[config.mk]
export PLATFORM = sky130hd
export DESIGN_NAME = clk_div_prog_flat
export DESIGN_NICKNAME = d
export VERILOG_FILES = /design/src/rtl/clk_div_prog_if.sv /design/src/rtl/clk_div_prog.sv /design/src/flat_wrapper.sv
export SDC_FILE = /design/constraint.sdc
export NUM_CORES = 1
export LEC_CHECK = 0
export CELL_PAD_IN_SITES_DETAIL_PLACEMENT = 1
export CELL_PAD_IN_SITES_GLOBAL_PLACEMENT = 2
export CORE_MARGIN = 2
export CORE_UTILIZATION = 40
export CTS_BUF_LIST = sky130_fd_sc_hd__clkbuf_4
export DETAILED_ROUTE_END_ITERATION = 8
export DONT_BUFFER_PORTS = 1
export GPL_TIMING_DRIVEN = 0
export PLACE_DENSITY_LB_ADDON = 0.08
export SYNTH_ARGS = -nofsm -noshare
export SYNTH_HDL_FRONTEND = slang
export SYNTH_SLANG_ARGS = --single-unit
[constraint.sdc]
create_clock -name clk -period 4.78 [get_ports clk]
set_input_delay 0.956 -clock clk [delete_from_list [all_inputs] [get_ports clk]]
set_output_delay 0.956 -clock clk [all_outputs]
set_load 0.03 [all_outputs]
[src/rtl/clk_div_prog_if.sv]
// clk_div_prog_if: control/status bundle between a divider client and clk_div_prog
interface clk_div_prog_if #(
    parameter int W = 8
);
    logic         en;
    logic         load;
    logic [W-1:0] div_in;
    logic [W-1:0] duty_in;
    logic         mode_in;
    logic         clk_out;
    logic         tick;
    logic         load_ack;
    logic         cfg_err;
    modport master (
        output en, load, div_in, duty_in, mode_in,
        input  clk_out, tick, load_ack, cfg_err
    );
    modport slave (
        input  en, load, div_in, duty_in, mode_in,
        output clk_out, tick, load_ack, cfg_err
    );
endinterface

[src/rtl/clk_div_prog.sv]
// clk_div_prog: runtime-programmable glitch-free divider with duty control and pulse mode
module clk_div_prog #(
    parameter int W        = 8,
    parameter int DEF_DIV  = 10,
    parameter bit DEF_MODE = 1'b0
) (
    input logic           clk,
    input logic           rst,
    clk_div_prog_if.slave bus
);
    localparam logic [W-1:0] ONE = W'(1);
    localparam logic [W-1:0] TWO = W'(2);
    logic [W-1:0] r_cnt, r_div, r_h, r_pd, r_ph;
    logic         r_mode, r_pm, r_pend, r_inst, r_out, r_tick, r_ack, r_err;
    logic         w_last, w_bad, w_ok, w_pend, w_inst, w_mode, w_pm;
    logic [W-1:0] w_cnt_nx, w_h_req, w_pd, w_ph, w_h;
    // next count, request validation, and the config that governs the coming edge
    always_comb begin
        w_last   = r_cnt == r_div - ONE;
        w_cnt_nx = w_last ? '0 : r_cnt + ONE;
        w_bad    = bus.load && bus.div_in < TWO;
        w_ok     = bus.load && !w_bad;
        w_h_req  = bus.duty_in == '0 ? bus.div_in >> 1 :
                   bus.duty_in >= bus.div_in ? bus.div_in - ONE : bus.duty_in;
        w_pd     = w_ok ? bus.div_in : r_pd;
        w_ph     = w_ok ? w_h_req : r_ph;
        w_pm     = w_ok ? bus.mode_in : r_pm;
        w_pend   = w_ok || r_pend;
        w_inst   = w_pend && (w_last || !bus.en);
        w_h      = w_inst ? w_ph : r_h;
        w_mode   = w_inst ? w_pm : r_mode;
    end
    // counter, outputs and config install; a new config only lands on a period boundary
    always_ff @(posedge clk) begin
        if (rst) begin
            r_cnt  <= '0;
            r_div  <= W'(DEF_DIV);
            r_h    <= W'(DEF_DIV / 2);
            r_mode <= DEF_MODE;
            r_pend <= 1'b0;
            r_pd   <= '0;
            r_ph   <= '0;
            r_pm   <= 1'b0;
            r_inst <= 1'b0;
            r_out  <= 1'b0;
            r_tick <= 1'b0;
            r_ack  <= 1'b0;
            r_err  <= 1'b0;
        end else begin
            r_err  <= w_bad;
            r_ack  <= r_inst;
            r_inst <= w_inst;
            r_pend <= w_pend && !w_inst;
            r_pd   <= w_pd;
            r_ph   <= w_ph;
            r_pm   <= w_pm;
            if (w_inst) begin
                r_div  <= w_pd;
                r_h    <= w_ph;
                r_mode <= w_pm;
            end
            if (bus.en) begin
                r_cnt  <= w_cnt_nx;
                r_tick <= w_last;
                r_out  <= w_mode ? w_last : (w_cnt_nx < w_h);
            end else begin
                r_tick <= 1'b0;
                if (w_inst) begin
                    r_cnt <= '0;
                    r_out <= 1'b0;
                end
            end
        end
    end
    assign bus.clk_out  = r_out;
    assign bus.tick     = r_tick;
    assign bus.load_ack = r_ack;
    assign bus.cfg_err  = r_err;
endmodule
[src/flat_wrapper.sv]
// flat-port wrapper written by rule: the top's interface ports become plain ports
module clk_div_prog_flat 
#(
    parameter int W        = 8,
    parameter int DEF_DIV  = 10,
    parameter bit DEF_MODE = 1'b0
)
  (clk, rst, bus_en, bus_load, bus_div_in, bus_duty_in, bus_mode_in, bus_clk_out, bus_tick, bus_load_ack, bus_cfg_err);
  clk_div_prog_if #(.W(W)) bus_i ();
  input logic clk;
  input logic rst;
  input wire logic [$bits(bus_i.en)-1:0] bus_en;
  input wire logic [$bits(bus_i.load)-1:0] bus_load;
  input wire logic [$bits(bus_i.div_in)-1:0] bus_div_in;
  input wire logic [$bits(bus_i.duty_in)-1:0] bus_duty_in;
  input wire logic [$bits(bus_i.mode_in)-1:0] bus_mode_in;
  output wire logic [$bits(bus_i.clk_out)-1:0] bus_clk_out;
  output wire logic [$bits(bus_i.tick)-1:0] bus_tick;
  output wire logic [$bits(bus_i.load_ack)-1:0] bus_load_ack;
  output wire logic [$bits(bus_i.cfg_err)-1:0] bus_cfg_err;
  assign bus_i.en = bus_en;
  assign bus_i.load = bus_load;
  assign bus_i.div_in = bus_div_in;
  assign bus_i.duty_in = bus_duty_in;
  assign bus_i.mode_in = bus_mode_in;
  assign bus_clk_out = bus_i.clk_out;
  assign bus_tick = bus_i.tick;
  assign bus_load_ack = bus_i.load_ack;
  assign bus_cfg_err = bus_i.cfg_err;
  clk_div_prog #(.W(W), .DEF_DIV(DEF_DIV), .DEF_MODE(DEF_MODE)) u_core (.clk(clk), .rst(rst), .bus(bus_i));
endmodule
Word level (Yosys, flattened, before mapping)
Cells that the tools add are included.

cells by class
  bitwise gates (word level) = 1
  add/sub/neg operators = 3
  reduce and logical (&&, ||, !) cells = 12
  order comparisons = 3
  mux-type cells = 13
  equal/unequal tests = 1

operator list
  cell                 count
  $mux 8               8
  $sub 8x1->8 const B  2
  $add 8x1->8 const B  1
  $eq 8x8->1           1
  $ge 8x8->1           1
  $logic_not 8->1      1
  $lt 8x2->1 const B   1
  $lt 8x8->1           1
  $mux 1               5
  $logic_and 1x1->1    4
  $logic_not 1->1      3
  $logic_or 1x1->1     2
  $reduce_bool 2->1    1
  $reduce_or 2->1      1
  $not 1->1            1

word-level totals
  flip-flop bits (word level) = 48
  input bits = 21

Depth between registers and ports, before layout
Gate-level depths: netlist (run 1).

  depth after elaboration = 10
  gate-level depth with buffers = 18

Worst setup path after synthesis (run 1)
Ideal clock, no wire load.

  path type = input -> register
  from = input port bus_div_in[1]
  to = register u_core.r_out (netlist: u_core.bus.clk_out)
  setup slack = 590 ps
  stages on the path = 14
  path buffers = 2
  data arrival time = 4062 ps
  path through = clkbuf_1 > inv_1 > ha_1 > a2111o_1 > a31o_2 > clkbuf_1 > mux2i_1 > o211a_1 > o31a_1 > ha_1 > nand4_1 > or2_2 > o311ai_0 > o31ai_1

between the ends
  cells in the longest elaborated chain, start to end = 10
  elaborated cells between the ends (all ways) = 18
  classes of those cells = add/sub: 1; order compare: 3; mux: 8; reduce/logical: 6

ends and longest elaborated chain
  element                                                               RTL line            RTL
  start: declaration                                                    flat_wrapper.sv:14  input wire logic [$bits(bus_i.div_in)-1:0] bus_div_in;
  parallel branches: the longest is 10 deep, another holds $sub 8x1->8  --
  end signal: assignment                                                clk_div_prog.sv:65  r_out <= w_mode ? w_last : (w_cnt_nx < w_h);
  end: declaration                                                      clk_div_prog.sv:14  logic r_mode, r_pm, r_pend, r_inst, r_out, r_tick, r_ack, r_err;

Parallel ways; which one is timed is not known.
A chain may end at the register's enable or synchronous reset.

Worst setup path in the final report (run 1)
Same ends and word-level chain as after synthesis.

==> summary.txt, run 1 <==
Timing
  – Final Hold Viols: 0
  – Final worst slack: 0.524 ns
  – Period minus WS final: 4.26 ns
  – Worst-Margin Slew: 0.837 ns
  – Max-slew violations: 0
  – Post-route setup TNS: 0 ns
  – RSZ-0062 raised after global routing: no
  – WHS: 0.471 ns
  – Final setup fails: 0
  – Slew HR: 0.436
  – Crit share post-route: 0.890
  – Layout Skew: 0.0253 ns
  – Upper clock frequency limit: 235 MHz

Global routing
  – First-pass GRT wire length: 14900 um
  – Antenna violations before repair: 0
  – Vias in the first global route: 2869
  – All-Layer GR Usage: 0.229
  – Largest net degree at the start of global routing: 17
  – Grt total ovfl: 0

Clock network
  – CTS tree: yes
  – Post-CTS setup buffers: 0
  – CTS HTree Levels: 2
  – Clock Tree Root: clkbuf_4
  – Post-cts resize count: 0
  – Total CTS buffers: 5
  – Clk sinks: 48
  – Clk Latency, worst-skew pair: 0.38 ns
  – Post-CTS Hold Buffers: 0
  – Clock Path Buffers: 2
  – Clock transition at the registers of the reported paths: 0.17 ns

Logic synthesis
  – Post-synth ARST share: 0
  – Post-synth top flop: dfxtp_1
  – YS warnings: 0
  – Netlist cell types: 60
  – Mean post-synth cell area: 8.57 sq um
  – Sequential share of the synthesized area: 0.315
  – Number of synthesized flops with an enable pin: 0
  – Cells after synthesis: 356
  – Syn Nets: 395
  – Post-Syn Area: 3050 sq um
  – Seq cells post-synth: 48

Layout
  – Area delta synth->final: 6.07%
  – Fin nets: 402
  – Multi-input gate area: 1930 sq um
  – Most frequent cells in the layout: dfxtp_1 (48), nor2_1 (32), nand2_1 (24), a21oi_1 (18), ha_1 (18)
  – Finished Cell Area: 3240 sq um
  – Antenna Cells: 0
  – Ratio of cells with drive above 1 in the final layout: 0.0769
  – Fin util: 0.441
  – Most common cell after layout, fill and taps aside: dfxtp_1
  – Register area: 961 sq um
  – Fill cells: 882

Die
  – Die X: 91.3 um
  – Initial Utilization: 0.416
  – Die H: 91.3 um
  – # IOs: 25
  – Total core area: 7330 sq um
  – Die area: 8340 sq um
  – Rows: 31

Placement
  – Pre-CTS setup slack: 0.102 ns
  – Routability-driven placement congestion ratio: 0.809
  – DP Wirelength: 7060 um
  – IO buf count: 0
  – Placed Area: 3170 sq um

Run
  – Max-Cap Viols: 0

Worst setup path
  – Startpoint types: input port
  – CP Max Fanout: 8
  – Reg-to-reg setup timing slack: 0.59 ns
  – WP data required: 5.06 ns
  – WP data arrival: 4.54 ns
  – Worst r2r src: u_core.r_div[0]
  – Setup crit end kind: register
  – Reg2reg end: u_core.bus.clk_out
  – CP Class: in2reg
  – FF-to-FF path depth: 15

Drt
  – First-pass iteration count of the detailed router: 4
  – Antenna viol nets, final: 0
  – Wirelength per Cell: 19.5 um
  – Initial drt markers: 102
  – Residual DRC count: 0
  – Routed WL: 9010 um
  – Via/cell ratio: 5.94
  – Via Count: 2750

Min path
  – Hold depth: 1
  – HP Class: reg2reg
  – Min-delay src: u_core.r_inst
  – Hold EP: u_core.bus.load_ack

Power
  – PwrDens: 268 nW/um^2
  – Leakage Power: 0.00128 uW
  – Max VDD drop: 0.000161 V

Status
  – Outcome: finished clean
[cells in the mapped netlist (3+ instances only)]
cell / number / area [sq um]
a221o_1: 3 / 30.0
a22oi_1: 4 / 30.0
inv_1: 17 / 63.8
nand2_1: 24 / 90.1
a311oi_1: 11 / 96.3
xnor2_1: 15 / 131
o211ai_1: 3 / 22.5
or2_2: 3 / 18.8
nand3b_1: 5 / 37.5
o22ai_1: 5 / 31.3
and3_1: 7 / 43.8
nor3_1: 7 / 35.0
dfxtp_1: 48 / 961
xor2_1: 6 / 52.6
and4_1: 4 / 35.0
o21ai_0: 13 / 65.1
nor2_1: 32 / 120
clkbuf_1: 14 / 52.6
a21oi_1: 18 / 90.1
nand4_1: 4 / 25.0
o32ai_1: 3 / 26.3
ha_1: 18 / 225
nor2b_1: 5 / 31.3
a211oi_1: 12 / 90.1
o21a_1: 4 / 30.0
nand3_1: 7 / 35.0
and2_1: 5 / 31.3
nor4_1: 5 / 31.3
nand2b_1: 4 / 25.0
mux2i_1: 12 / 120
o211a_1: 4 / 40.0
[power by group]
part           internal [uW]  total [uW]  switching, uW  leakage, uW
Sequential               426         448           21.5     0.000395
Clock                   58.2         204            146    0.0000274
Combinational           84.0         216            132     0.000859
Total                    568         868            299      0.00128
[metrics by stage]
step | std cells | total power, uW
6_report | 463 | 868
2_1_floorplan | 356 | 614
4_1_cts | 463 | 873
5_1_grt | 463 | 919
3_3_place_gp | 455 | 664
3_5_place_dp | 455 | 670
[state kept, by name, summed over array words and instances (netlist names)]
name,flops
u_core.r_div,8
u_core.bus.cfg_err,1
u_core.r_ph,8
u_core.r_inst,1
u_core.r_cnt,8
u_core.bus.clk_out,1
u_core.bus.tick,1
u_core.r_mode,1
u_core.r_h,8
u_core.r_pm,1
u_core.r_pd,8
u_core.r_pend,1
u_core.bus.load_ack,1
[worst max-delay path, cell delays in order]
cell and delay, ns:
clkbuf_1 0.30, inv_1 0.12, ha_1 0.29, a2111o_1 0.42, a31o_2 0.26, clkbuf_1 0.23
a211oi_1 0.34, o22ai_1 0.19, o21a_1 0.22, ha_1 0.29, nand4_1 0.12, or2_2 0.33
o311ai_0 0.35, o31ai_1 0.12
[layer usage]
layer | part of all wire | vias up | GRT usage
met1 | 0.51 | 1367 | 0.318
met2 | 0.46 | 39 | 0.376
met3 | 0.030 | 7 | 0.0365
met5 | 0 | - | 0
met4 | 0.0069 | 0 | 0.0455
li1 | - | 1337 | -
[worst max path at each step]
stage,slack [ns],to,depth (start not counted),start
finish,0.52,u_core.bus.clk_out,14,bus_div_in[1]
global placement,0.12,u_core.bus.clk_out,14,bus_div_in[1]
CTS,0.51,u_core.bus.clk_out,14,bus_div_in[1]
global route,0.26,u_core.bus.clk_out,15,u_core.r_div[0]
floorplan,0.59,u_core.bus.clk_out,14,bus_div_in[1]
detailed placement,0.10,u_core.bus.clk_out,14,bus_div_in[1]
[kinds of logic after synthesis]
kind of cell / Yosys count / share of synthesized area
adder cells (fa/ha/maj): 18 / 0.0738
multiplexers: 14 / 0.0468
buffers and inverters: 38 / 0.0537
XOR/XNOR: 21 / 0.0603
AND/OR/NAND/NOR: 118 / 0.202
flip-flops: 48 / 0.315
AO/OA/AOI/OAI: 99 / 0.249
[layout make-up]
type	instances	share of cell area
clock inverter	3	0.00735
multi-input combinational	270	0.595
clock buffer	5	0.0116
buffer	20	0.0298
sequential	48	0.297
inverter	18	0.0209
tap	99	0.0383
Power figures use the tool's default switching activity.
==> inputs of run 2 (changes only) <==
--- a/config.mk
+++ b/config.mk
@@ -5,6 +5,7 @@
 export SDC_FILE = /design/constraint.sdc
 export NUM_CORES = 1
 export LEC_CHECK = 0
+export CAP_MARGIN = 20
 export CELL_PAD_IN_SITES_DETAIL_PLACEMENT = 1
 export CELL_PAD_IN_SITES_GLOBAL_PLACEMENT = 2
 export CORE_MARGIN = 2
==> results of run 2 <==
No change in the layout: final DEF, timing and power equal those of run 1.
==> inputs of run 3 (changes only) <==
--- a/config.mk
+++ b/config.mk
@@ -9,7 +9,7 @@
 export CELL_PAD_IN_SITES_DETAIL_PLACEMENT = 1
 export CELL_PAD_IN_SITES_GLOBAL_PLACEMENT = 2
 export CORE_MARGIN = 2
-export CORE_UTILIZATION = 40
+export CORE_UTILIZATION = 25
 export CTS_BUF_LIST = sky130_fd_sc_hd__clkbuf_4
 export DETAILED_ROUTE_END_ITERATION = 8
 export DONT_BUFFER_PORTS = 1
==> run 3 against run 2 <==
Worst hold slack better by 0.0059 ns. Register-to-register slack got worse by 0.10 ns. Largest power group unchanged. Global-route usage decreased by 6.3 points. Core utilization decreased by 16 points. Design area up 2.7%. Count of clock-buffer cells in the layout unchanged. Sequential share of layout area decreased by 0.79 points. Die area rose by 57%. Clock power up 37%. First-iteration DRC count down 15%.
==> summary.txt, run 3 (synthesis results as in run 1) <==
Status
  – Outcome: finished clean

Run
  – Max-Cap Viols: 0

Clock network
  – Clock Tree Root: clkbuf_4
  – Clock transition at the registers of the reported paths: 0.17 ns
  – Clock Path Buffers: 2
  – Post-cts resize count: 0
  – Clk sinks: 48
  – Post-CTS Hold Buffers: 0
  – Clk Latency, worst-skew pair: 0.43 ns
  – CTS HTree Levels: 2
  – Post-CTS setup buffers: 0
  – CTS tree: yes
  – Total CTS buffers: 5

Power
  – PwrDens: 284 nW/um^2
  – Leakage Power: 0.00130 uW
  – Overall power: 945 uW
  – Max VDD drop: 0.0000864 V

Drt
  – Via Count: 2685
  – Residual DRC count: 0
  – Routed WL: 10100 um
  – Wirelength per Cell: 19.7 um
  – Initial drt markers: 87
  – Antenna viol nets, final: 0
  – First-pass iteration count of the detailed router: 4
  – Via/cell ratio: 5.24

Global routing
  – Vias in the first global route: 2847
  – First-pass GRT wire length: 16400 um
  – Antenna violations before repair: 0
  – Largest net degree at the start of global routing: 17
  – All-Layer GR Usage: 0.165
  – Grt total ovfl: 0

Placement
  – Dpl cells: 503
  – Placed Area: 3230 sq um
  – IO buf count: 0
  – Routability-driven placement congestion ratio: 0.731
  – DP Wirelength: 7880 um

Timing
  – Layout Skew: 0.0173 ns
  – Crit share post-route: 0.909
  – Upper clock frequency limit: 230 MHz
  – Slew HR: 0.534
  – Worst-Margin Slew: 0.699 ns
  – Max-slew violations: 0
  – Period minus WS final: 4.34 ns
  – RSZ-0062 raised after global routing: no
  – Final setup fails: 0
  – Final Hold Viols: 0

Layout
  – Ratio of cells with drive above 1 in the final layout: 0.0795
  – Antenna Cells: 0
  – Most frequent cells in the layout: dfxtp_1 (48), nor2_1 (32), nand2_1 (24), a21oi_1 (18), ha_1 (18)
  – Fill cells: 1421
  – Fin nets: 403
  – Most common cell after layout, fill and taps aside: dfxtp_1
  – Finished Cell Area: 3320 sq um
  – Layout Cells excl Fill: 512
  – Area delta synth->final: 8.98%

Die
  – # IOs: 25
  – Die X: 114 um
  – Die H: 114 um
  – Initial Utilization: 0.255
  – Die area: 13100 sq um
  – Rows: 40
  – Total core area: 12000 sq um

Min path
  – HP Class: reg2reg

Worst setup path
  – CP Max Fanout: 8
  – WP data required: 5.11 ns
  – WP data arrival: 4.67 ns
  – CP Class: in2reg
  – Setup crit end kind: register
  – Startpoint types: input port
## run 3: final timing paths
path                   start             endpoint  slack [ns]  depth (start not counted)
max            bus_div_in[1]   u_core.bus.clk_out        0.44                         14
min            u_core.r_inst  u_core.bus.load_ack        0.48                          1
max reg2reg  u_core.r_div[0]   u_core.bus.clk_out        0.49                         15
min reg2reg    u_core.r_inst  u_core.bus.load_ack        0.48                          1
## run 3: worst max-delay path: stages
cell,delay (ns)
clkbuf_1,0.32
inv_1,0.12
ha_1,0.29
a2111o_1,0.42
a31o_2,0.26
clkbuf_1,0.26
mux2_2,0.39
a221o_1,0.32
o21ai_0,0.14
ha_1,0.22
nand4_1,0.15
or2_2,0.33
o311ai_0,0.38
o31ai_1,0.12
## run 3: cell type report
type,instances,area (sq um),share of cell area
sequential,48,961,0.289
tap,147,184,0.0553
buffer,20,96.3,0.0290
clock buffer,5,37.5,0.0113
clock inverter,3,47.5,0.0143
multi-input combinational,270,1930,0.579
inverter,18,67.6,0.0203
timing repair buffer,1,5.00,0.00151
## run 3: power by group
group	internal (uW)	switching, uW
combinational	84.1	135
sequential	426	20.2
clock	112	167
## run 3: routing by layer
| metal | wire length, um | track usage | share of wire | up-vias |
|---|---|---|---|---|
| met5 | 0 | 0 | 0 | - |
| met4 | 102 | 0.0390 | 0.010 | 0 |
| met3 | 365 | 0.0402 | 0.036 | 8 |
| met2 | 4670 | 0.272 | 0.46 | 38 |
| met1 | 4960 | 0.219 | 0.49 | 1303 |
| li1 | - | - | - | 1336 |
## run 3: metrics by stage
| stage | hold slack, ns | TNS [ns] | util | setup WS [ns] |
|---|---|---|---|---|
| after global placement | 0.442 | -0.0713 | 0.270 | -0.0713 |
| after CTS | 0.478 | 0 | 0.278 | 0.440 |
| final | 0.477 | 0 | 0.278 | 0.436 |
| after global routing | 0.499 | 0 | 0.278 | 0.126 |
| after detailed placement | 0.458 | -0.0660 | 0.270 | -0.0660 |
| after floorplan | 0.414 | 0 | - | 0.590 |
